## src/rtl/rv32_pkg.sv

```systemverilog
// rtl/rv32_pkg.sv - shared pipeline widths, NOP constant and fetch packet type
package rv32_pkg;

    localparam int XLEN = 32;
    localparam int ILEN = 32;

    // addi x0, x0, 0 -- decode substitutes this while the queue is empty
    localparam logic [31:0] NOP_INSTR = 32'h0000_0013;

    typedef struct packed {
        logic [XLEN-1:0] pc;
        logic [ILEN-1:0] instr;
    } fetch_pkt_t;

endpackage

```

## src/rtl/fetch_queue_if.sv

```systemverilog
// rtl/fetch_queue_if.sv - enqueue/dequeue handshake bundle between fetch, queue and decode
interface fetch_queue_if #(
    parameter int XLEN = rv32_pkg::XLEN,
    parameter int ILEN = rv32_pkg::ILEN
);
    logic            enq_valid;
    logic [XLEN-1:0] enq_pc;
    logic [ILEN-1:0] enq_instr;
    logic            enq_ready;
    logic            deq_valid;
    logic [XLEN-1:0] deq_pc;
    logic [ILEN-1:0] deq_instr;
    logic            deq_ready;

    // master: fetch (producer) plus decode (consumer); slave: the queue itself
    modport master (
        output enq_valid, enq_pc, enq_instr, deq_ready,
        input  enq_ready, deq_valid, deq_pc, deq_instr
    );

    modport slave (
        input  enq_valid, enq_pc, enq_instr, deq_ready,
        output enq_ready, deq_valid, deq_pc, deq_instr
    );
endinterface

```

## src/rtl/fetch_queue_storage.sv

```systemverilog
// rtl/fetch_queue_storage.sv - register array, synchronous write, asynchronous read
module fetch_queue_storage #(
    parameter  int DEPTH = 4,
    parameter  int WIDTH = rv32_pkg::XLEN + rv32_pkg::ILEN,
    localparam int AW    = $clog2(DEPTH)
) (
    input  logic             clk,
    input  logic             rst,
    input  logic             we_i,
    input  logic [AW-1:0]    waddr_i,
    input  logic [WIDTH-1:0] wdata_i,
    input  logic [AW-1:0]    raddr_i,
    output logic [WIDTH-1:0] rdata_o
);

    logic [WIDTH-1:0] mem_q [DEPTH];

    always_ff @(posedge clk or negedge rst) begin
        if (!rst) begin
            for (int i = 0; i < DEPTH; i++) begin
                mem_q[i] <= '0;
            end
        end else if (we_i) begin
            mem_q[waddr_i] <= wdata_i;
        end
    end

    assign rdata_o = mem_q[raddr_i];

endmodule

```

## src/rtl/fetch_queue.sv

```systemverilog
// rtl/fetch_queue.sv - IF/ID instruction FIFO with flush and occupancy high-water mark
module fetch_queue #(
    parameter  int DEPTH = 4,
    parameter  int XLEN  = rv32_pkg::XLEN,
    parameter  int ILEN  = rv32_pkg::ILEN,
    localparam int CNT_W = $clog2(DEPTH) + 1
) (
    input  logic             clk,
    input  logic             rst,
    input  logic             flush,
    fetch_queue_if.slave     bus,
    output logic [CNT_W-1:0] count,
    output logic [CNT_W-1:0] max_count
);

    localparam int               PTR_W    = $clog2(DEPTH);
    localparam logic [CNT_W-1:0] FULL_CNT = CNT_W'(DEPTH);

    logic [PTR_W-1:0]     rd_ptr_q, rd_ptr_d;
    logic [PTR_W-1:0]     wr_ptr_q, wr_ptr_d;
    logic [CNT_W-1:0]     count_q, count_d;
    logic [CNT_W-1:0]     max_q, max_d;
    logic                 enq_ready_w, deq_valid_w;
    logic                 enq_fire, deq_fire;
    logic [XLEN+ILEN-1:0] rd_data;

    // Status depends only on registered count, keeping deq_ready off the enq_ready path
    assign enq_ready_w = (count_q != FULL_CNT);
    assign deq_valid_w = (count_q != '0);

    assign enq_fire = bus.enq_valid & enq_ready_w & ~flush;
    assign deq_fire = bus.deq_ready & deq_valid_w & ~flush;

    always_comb begin
        rd_ptr_d = rd_ptr_q;
        wr_ptr_d = wr_ptr_q;
        count_d  = count_q;
        if (flush) begin
            rd_ptr_d = '0;
            wr_ptr_d = '0;
            count_d  = '0;
        end else begin
            if (enq_fire) wr_ptr_d = wr_ptr_q + 1'b1;
            if (deq_fire) rd_ptr_d = rd_ptr_q + 1'b1;
            case ({enq_fire, deq_fire})
                2'b10:   count_d = count_q + 1'b1;
                2'b01:   count_d = count_q - 1'b1;
                default: count_d = count_q;
            endcase
        end
        max_d = (count_d > max_q) ? count_d : max_q;
    end

    always_ff @(posedge clk or negedge rst) begin
        if (!rst) begin
            rd_ptr_q <= '0;
            wr_ptr_q <= '0;
            count_q  <= '0;
            max_q    <= '0;
        end else begin
            rd_ptr_q <= rd_ptr_d;
            wr_ptr_q <= wr_ptr_d;
            count_q  <= count_d;
            max_q    <= max_d;
        end
    end

    fetch_queue_storage #(
        .DEPTH (DEPTH),
        .WIDTH (XLEN + ILEN)
    ) u_storage (
        .clk     (clk),
        .rst     (rst),
        .we_i    (enq_fire),
        .waddr_i (wr_ptr_q),
        .wdata_i ({bus.enq_pc, bus.enq_instr}),
        .raddr_i (rd_ptr_q),
        .rdata_o (rd_data)
    );

    assign bus.enq_ready = enq_ready_w;
    assign bus.deq_valid = deq_valid_w;
    assign bus.deq_pc    = deq_valid_w ? rd_data[XLEN+ILEN-1:ILEN] : '0;
    assign bus.deq_instr = deq_valid_w ? rd_data[ILEN-1:0] : '0;
    assign count         = count_q;
    assign max_count     = max_q;

endmodule
```

## src/flat_wrapper.sv

```systemverilog
// flat-port wrapper written by rule: the top's interface ports become plain ports
module fetch_queue_flat 
#(
    parameter  int DEPTH = 4,
    parameter  int XLEN  = rv32_pkg::XLEN,
    parameter  int ILEN  = rv32_pkg::ILEN,
    localparam int CNT_W = $clog2(DEPTH) + 1
)
  (clk, rst, flush, count, max_count, bus_enq_valid, bus_enq_pc, bus_enq_instr, bus_deq_ready, bus_enq_ready, bus_deq_valid, bus_deq_pc, bus_deq_instr);
  fetch_queue_if #(.XLEN(XLEN), .ILEN(ILEN)) bus_i ();
  input  logic clk;
  input  logic rst;
  input  logic flush;
  output logic [CNT_W-1:0] count;
  output logic [CNT_W-1:0] max_count;
  input wire logic [$bits(bus_i.enq_valid)-1:0] bus_enq_valid;
  input wire logic [$bits(bus_i.enq_pc)-1:0] bus_enq_pc;
  input wire logic [$bits(bus_i.enq_instr)-1:0] bus_enq_instr;
  input wire logic [$bits(bus_i.deq_ready)-1:0] bus_deq_ready;
  output wire logic [$bits(bus_i.enq_ready)-1:0] bus_enq_ready;
  output wire logic [$bits(bus_i.deq_valid)-1:0] bus_deq_valid;
  output wire logic [$bits(bus_i.deq_pc)-1:0] bus_deq_pc;
  output wire logic [$bits(bus_i.deq_instr)-1:0] bus_deq_instr;
  assign bus_i.enq_valid = bus_enq_valid;
  assign bus_i.enq_pc = bus_enq_pc;
  assign bus_i.enq_instr = bus_enq_instr;
  assign bus_i.deq_ready = bus_deq_ready;
  assign bus_enq_ready = bus_i.enq_ready;
  assign bus_deq_valid = bus_i.deq_valid;
  assign bus_deq_pc = bus_i.deq_pc;
  assign bus_deq_instr = bus_i.deq_instr;
  fetch_queue #(.DEPTH(DEPTH), .XLEN(XLEN), .ILEN(ILEN)) u_core (.clk(clk), .rst(rst), .flush(flush), .bus(bus_i), .count(count), .max_count(max_count));
endmodule
```

## config.mk

```make
export PLATFORM = sky130hd
export DESIGN_NAME = fetch_queue_flat
export DESIGN_NICKNAME = d
export VERILOG_FILES = /design/src/rtl/rv32_pkg.sv /design/src/rtl/fetch_queue_if.sv /design/src/rtl/fetch_queue_storage.sv /design/src/rtl/fetch_queue.sv /design/src/flat_wrapper.sv
export SDC_FILE = /design/constraint.sdc
export NUM_CORES = 1
export LEC_CHECK = 0
export ABC_AREA = 1
export CORE_AREA = 2 2 170 172
export CTS_BUF_LIST = sky130_fd_sc_hd__clkbuf_4 sky130_fd_sc_hd__clkbuf_8
export DETAILED_ROUTE_END_ITERATION = 10
export DIE_AREA = 0 0 172 174
export GPL_TIMING_DRIVEN = 0
export PLACE_DENSITY_LB_ADDON = 0.05
export SYNTH_ARGS = -nofsm -noshare
export SYNTH_HDL_FRONTEND = slang
export SYNTH_HIERARCHICAL = 1
export SYNTH_SLANG_ARGS = --single-unit
```

## constraint.sdc

```tcl
create_clock -name clk -period 2.7 [get_ports clk]
set_input_delay 0.81 -clock clk [delete_from_list [all_inputs] [get_ports clk]]
set_output_delay 0.81 -clock clk [all_outputs]
set_load 0.005 [all_outputs]
```

## Word-level counts from Yosys, hierarchy flattened

Cells that the tools add are included.

- Register bits after elaboration: 266
- Input port bits: 69
- Output and inout bits: 72
- Logic and storage cells: 44

- $add $sub $neg: 4
- Order comparisons: 4
- Equal/unequal tests: 3
- Mux-type cells: 14
- Bitwise gates (word level): 7
- Reductions and logical operators: 4

Operators by type and width:

| operator | count |
|---|---|
| $bwmux W256 | 1 |
| $mux W64 | 3 |
| $bmux W64 S2 | 1 |
| $demux W64 S2 | 1 |
| $mux W32 | 2 |
| $mux W2 | 4 |
| $ge A3 B3 Y1 const B | 2 |
| $not A2 Y3 | 2 |
| $pmux W3 S2 | 1 |
| $add A2 B1 Y2 const B | 2 |
| $and A1 B1 Y1 | 4 |
| $reduce_bool A2 Y1 | 2 |
| $add A3 B1 Y3 const B | 1 |
| $gt A3 B3 Y1 | 1 |
| $lt A3 B1 Y1 const B | 1 |
| $mux W3 | 1 |
| $ne A3 B3 Y1 const B | 1 |
| $reduce_bool A3 Y1 | 1 |
| $sub A3 B1 Y3 const B | 1 |
| $eq A2 B1 Y1 const B | 1 |
| $eq A2 B2 Y1 const B | 1 |
| $logic_and A1 B1 Y1 | 1 |
| $not A1 Y1 | 1 |

## Depth between registers and ports, before layout

- Depth in word-level cells: 7
- Mapped depth: 19
- Mapped depth without buffers: 19

## Cells and area by module

The synthesis kept the hierarchy.

Modules (own cells, without submodules):

| module | instances | cells each | area each (um2) | sequential area each (um2) |
|---|---|---|---|---|
| fetch_queue_storage | 1 | 1,867 | 13,316.5 | 6,406.1 |
| fetch_queue | 1 | 211 | 1,177.4 | 250.2 |

## Least setup slack after synthesis

Ideal clock, no wire load.

- Kind: input-to-reg
- Start: in bus_enq_valid
- End: reg u_core.max_q[0] (netlist: u_core/max_count[0])
- Library setup time: 0.123 ns
- Arrival: 2.742 ns
- Required time: 2.577 ns
- Setup slack: -0.165 ns
- Cell stages on the path: 17
- Path buffers: 0
- Cells stage by stage: nand2_2 > nor2_1 > inv_1 > ha_1 > fa_1 > inv_1 > nand2_1 > nand3_1 > nand2_1 > and3_1 > ha_1 > nand2_1 > nand2_1 > nor2_1 > nor2_2 > nor2_1 > a21oi_2

- Word-level cells in the longest chain between the ends: 6
- Elaborated cells on any way between the ends: 7
- Those cells by class: order compare (1); eq/ne (2); mux (2); bitwise (2)

Ends and longest elaborated chain:

| item | RTL line | RTL |
|---|---|---|
| start: declaration | flat_wrapper.sv:16 | `input wire logic [$bits(bus_i.enq_valid)-1:0] bus_enq_valid;` |
| $and A1 B1 Y1 (*) (2 in series) | fetch_queue.sv:31 | `assign enq_fire = bus.enq_valid & enq_ready_w & ~flush;` |
| net u_core.enq_fire | fetch_queue.sv:24 | `logic enq_fire, deq_fire;` |
| $eq A2 B1 Y1 or $eq A2 B2 Y1 (tied branches) | fetch_queue.sv:45 | `case ({enq_fire, deq_fire})` |
| $pmux W3 S2 (*) | fetch_queue.sv:45 |  |
| $mux W3 (*) | fetch_queue.sv:38 | `if (flush) begin` |
| net u_core.count_d[2] | fetch_queue.sv:21 | `logic [CNT_W-1:0] count_q, count_d;` |
| $gt A3 B3 Y1 (*) | fetch_queue.sv:51 | `max_d = (count_d > max_q) ? count_d : max_q;` |
| end signal: assignment | fetch_queue.sv:64 | `max_q <= max_d;` |
| end: declaration | fetch_queue.sv:22 | `logic [CNT_W-1:0] max_q, max_d;` |

The timed path passes the listed nets; every way through them passes the cells marked *.
A chain may end at the register's enable or synchronous reset.

## Worst setup path after layout

- Start: reg u_core.rd_ptr_q[0]
- End: out bus_deq_pc[18]

- Word-level cells in the longest chain between the ends: 5

Ends and longest elaborated chain:

| item | RTL line | RTL |
|---|---|---|
| start: declaration | fetch_queue.sv:19 | `logic [PTR_W-1:0] rd_ptr_q, rd_ptr_d;` |
| start signal: assignment | fetch_queue.sv:61 | `rd_ptr_q <= rd_ptr_d;` |
| $not A2 Y3 (implied by the code) | fetch_queue_storage.sv:28 | `assign rdata_o = mem_q[raddr_i];` |
| $bmux W64 S2 | fetch_queue_storage.sv:28 |  |
| $mux W64 (implied by the code) (2 in series) | fetch_queue_storage.sv:28 |  |
| net u_core.rd_data[50] | fetch_queue.sv:25 | `logic [XLEN+ILEN-1:0] rd_data;` |
| $mux W32 | fetch_queue.sv:83 | `assign bus.deq_pc = deq_valid_w ? rd_data[XLEN+ILEN-1:ILEN] : '0;` |
| end: declaration | flat_wrapper.sv:22 | `output wire logic [$bits(bus_i.deq_pc)-1:0] bus_deq_pc;` |

The timed path passes the listed nets, and every way through them passes these cells. The select of a mux whose other input is x is not followed.

==> results_dict.tcl <==
set metrics [dict create \
    area_growth_pct 26.4 \
    num_rows 62 \
    synthArstFlopShare 1.00 \
    antenna_found_initial 0 \
    power_leakage_uw 0.0103 \
    clockBufferDepth 3 \
    postSynthAreaPerCell_um2 6.97 \
    period_share 1.05 \
    syn_nets 2152 \
    cts_hold_buffers 0 \
    max_freq_mhz 352 \
    synth_cell_types 28 \
    synth.most_common_cell "nand2_1" \
    synth.area.mux_share 0 \
    syn_inst 2078 \
    wirelength_um 44800 \
    synth_largest_area_cell "dfrtp_1" \
    nFillCells 2620 \
    grt_usage 0.296 \
    ys_seq_area_frac 0.459 \
    cp-end-kind "output port" \
    synth_area_um2 14500 \
    die_y_um 174 \
    gp_congestion 0.838 \
    gr-total-overflow 0 \
    drt_iter0_drc 1236 \
    utilization 0.649 \
    ant_nets 0 \
    vias_per_cell 5.16 \
    n_antenna_cell 0 \
    yosysWarnings 6 \
    critPathLaunchType "register" \
    finalMaxSlewViolations 0 \
    post_route_cells_drive_above_1_share 0.199 \
    synth_common_cells "nand2_1, inv_1, dfrtp_1" \
    crit_arrival_ns 2.03 \
    htreeDepth 2 \
    synth_compound_area_frac 0.0263 \
    grt_pass1_vias 13300 \
    numCtsBuffers 49 \
    vias 14000 \
    clk_pin_slew_ns 0.05 \
    drv_cap 0 \
    drt_first_pass_iters 5 \
    crit_required_ns 1.89 \
    synth_top_area_share 0.459 \
    synth-edff-count 0 \
    worst_slack_ns -0.140 \
    violations "negative setup slack" \
    tritoncts "built" \
    total_power_uw 13900 \
    status "complete, but fails checks" \
    synth-xor-area-share 0 \
    crit_fanout 5 \
    p_per_area_nw_per_um2 759 \
    fin_crit_ns 2.84 \
    synth_simple_gate_area_share 0.352 \
    finalSetupViolCount 67 \
    ys.flop_type "dfrtp_1" \
    wl_per_cell_um 16.6 \
    hp-class "in -> async" \
    clock_sinks 266 \
    finalClockSkew_ns 0.0157 \
    synth_top_family_by_area "simple AND/OR/NAND/NOR gates" \
    ys_ff_latch 266 \
    grt_max_degree 117 \
    crit_type "reg -> out" \
    core_um2 28200 \
    clk_latency_ns 0.56 \
    synth_area_leaders "dfrtp_1, nand2_1, inv_1" \
    dieArea_um2 29900 \
    drc 0 \
    finalHoldViolCount 0 \
    tightest_slew_ns 0.659 \
    grt_pass1_wl_um 70000 \
    peakVddDrop_v 0.000628 \
    rsz0062_at_grt "yes" \
    relSlewSlack 0.561 \
    boundaryPins 141 \
    io_buffer_count 140 \
    start_util 0.513 \
    pre_cts_slack_ns -0.904 \
    die_width_um 172 \
    timing.hold.ws_ns 0.189 \
    synth_adder_area_share 0.00483 \
    root_buffer "clkbuf_8" \
    dp_hpwl_um 28100 \
    final_nets 2371 \
]
==> cell families (layout without fill, tap and decap cells) <==
logic type,Yosys count,after routing
and+or+nand+nor,1192,1192
AOI/OAI and AO/OA,74,74
adders and majority gates,5,5
buffers and inverters,541,784
DFF,266,266
==> path summary, 6_finish.rpt <==
path / start / to / slack (ns) / depth (start not counted)
max: u_core/rd_ptr_q[0] / bus_deq_pc[18] / -0.14 / 9
min reg2reg: u_core/u_storage/mem_q[88] / u_core/u_storage/mem_q[88] / 0.47 / 2
max reg2reg: u_core/count[2] / u_core/max_count[2] / -0.09 / 17
max in group asynchronous: rst / u_core/u_storage/mem_q[151] / 1.09 / 3
min in group clk: u_core/u_storage/mem_q[88] / u_core/u_storage/mem_q[88] / 0.47 / 2
min: rst / u_core/u_storage/mem_q[20] / 0.19 / 1
==> cell usage in the layout (no fill, tap or decap), drive strengths merged <==
master	n
clkinv	7
buf	199
dfrtp	266
nor2	79
clkinvlp	2
a21oi	3
nand3	196
nor3	3
ha	4
clkbuf	95
dlygate4sd2	2
and3	1
fa	1
dlymetal6s2s	3
clkdlybuf4s50	72
o21ai	71
nand4	130
nand2	783
inv	404
==> metrics by stage <==
step	std cells	setup TNS [ns]	area, um2
after detailed placement	2604	-8.63	16500
after CTS	2688	-10.60	17800
after floorplan	2078	-0.196	14500
after global routing	2705	-9.05	18300
after global placement	2602	-2989.18	16400
final	2705	-4.21	18300
==> report_power, final <==
part | total [uW] | switching, uW | internal (uW)
Clock | 3700 | 1670 | 2040
Combinational | 4620 | 2730 | 1890
Sequential | 5580 | 561 | 5020
==> sequential cells by signal (all words and copies together), names as in the netlist <==
signal / cells
u_core/count: 3
u_core/max_count: 3
u_core/rd_ptr_q: 2
u_core/u_storage/mem_q: 256
u_core/wr_ptr_q: 2
==> worst max-delay path, cell delays in order, from the launching register on <==
cell and delay [ns]:
dfrtp_2 0.46, clkinv_4 0.15, clkbuf_16 0.21, clkbuf_16 0.17, nand2_4 0.05, nand3_2 0.05
nand2_1 0.07, inv_1 0.04, nor2_2 0.13, buf_2 0.13
==> area by class of cell <==
type / instances / area, um2 / area share
Inverter: 405 / 1540 / 0.0839
Clock buffer: 68 / 867 / 0.0473
Timing Repair inverter: 1 / 7.51 / 0.000410
Sequential cell: 266 / 6660 / 0.364
Tap cell: 384 / 480 / 0.0262
Multi-Input combinational cell: 1271 / 6140 / 0.335
Buffer: 136 / 1130 / 0.0616
Clock inverter: 7 / 37.5 / 0.00205
Timing Repair Buffer: 167 / 1460 / 0.0797
==> routing by layer <==
metal	vias up	GRT usage	wire length, um
met5	-	0	0
met4	0	0.0977	1310
met3	90	0.0556	3520
met2	567	0.465	20700
met1	6575	0.413	19300
li1	6736	-	-
==> repair_timing <==
item                       in CTS  in global routing
gates resized for setup       220                284
setup endpoints to repair      67                 67
setup buffers                   8                 10
pin swaps                      14                 72
cloned                          1                  7
hold endpoints to repair        0                  0
Power figures use the tool's default switching activity.
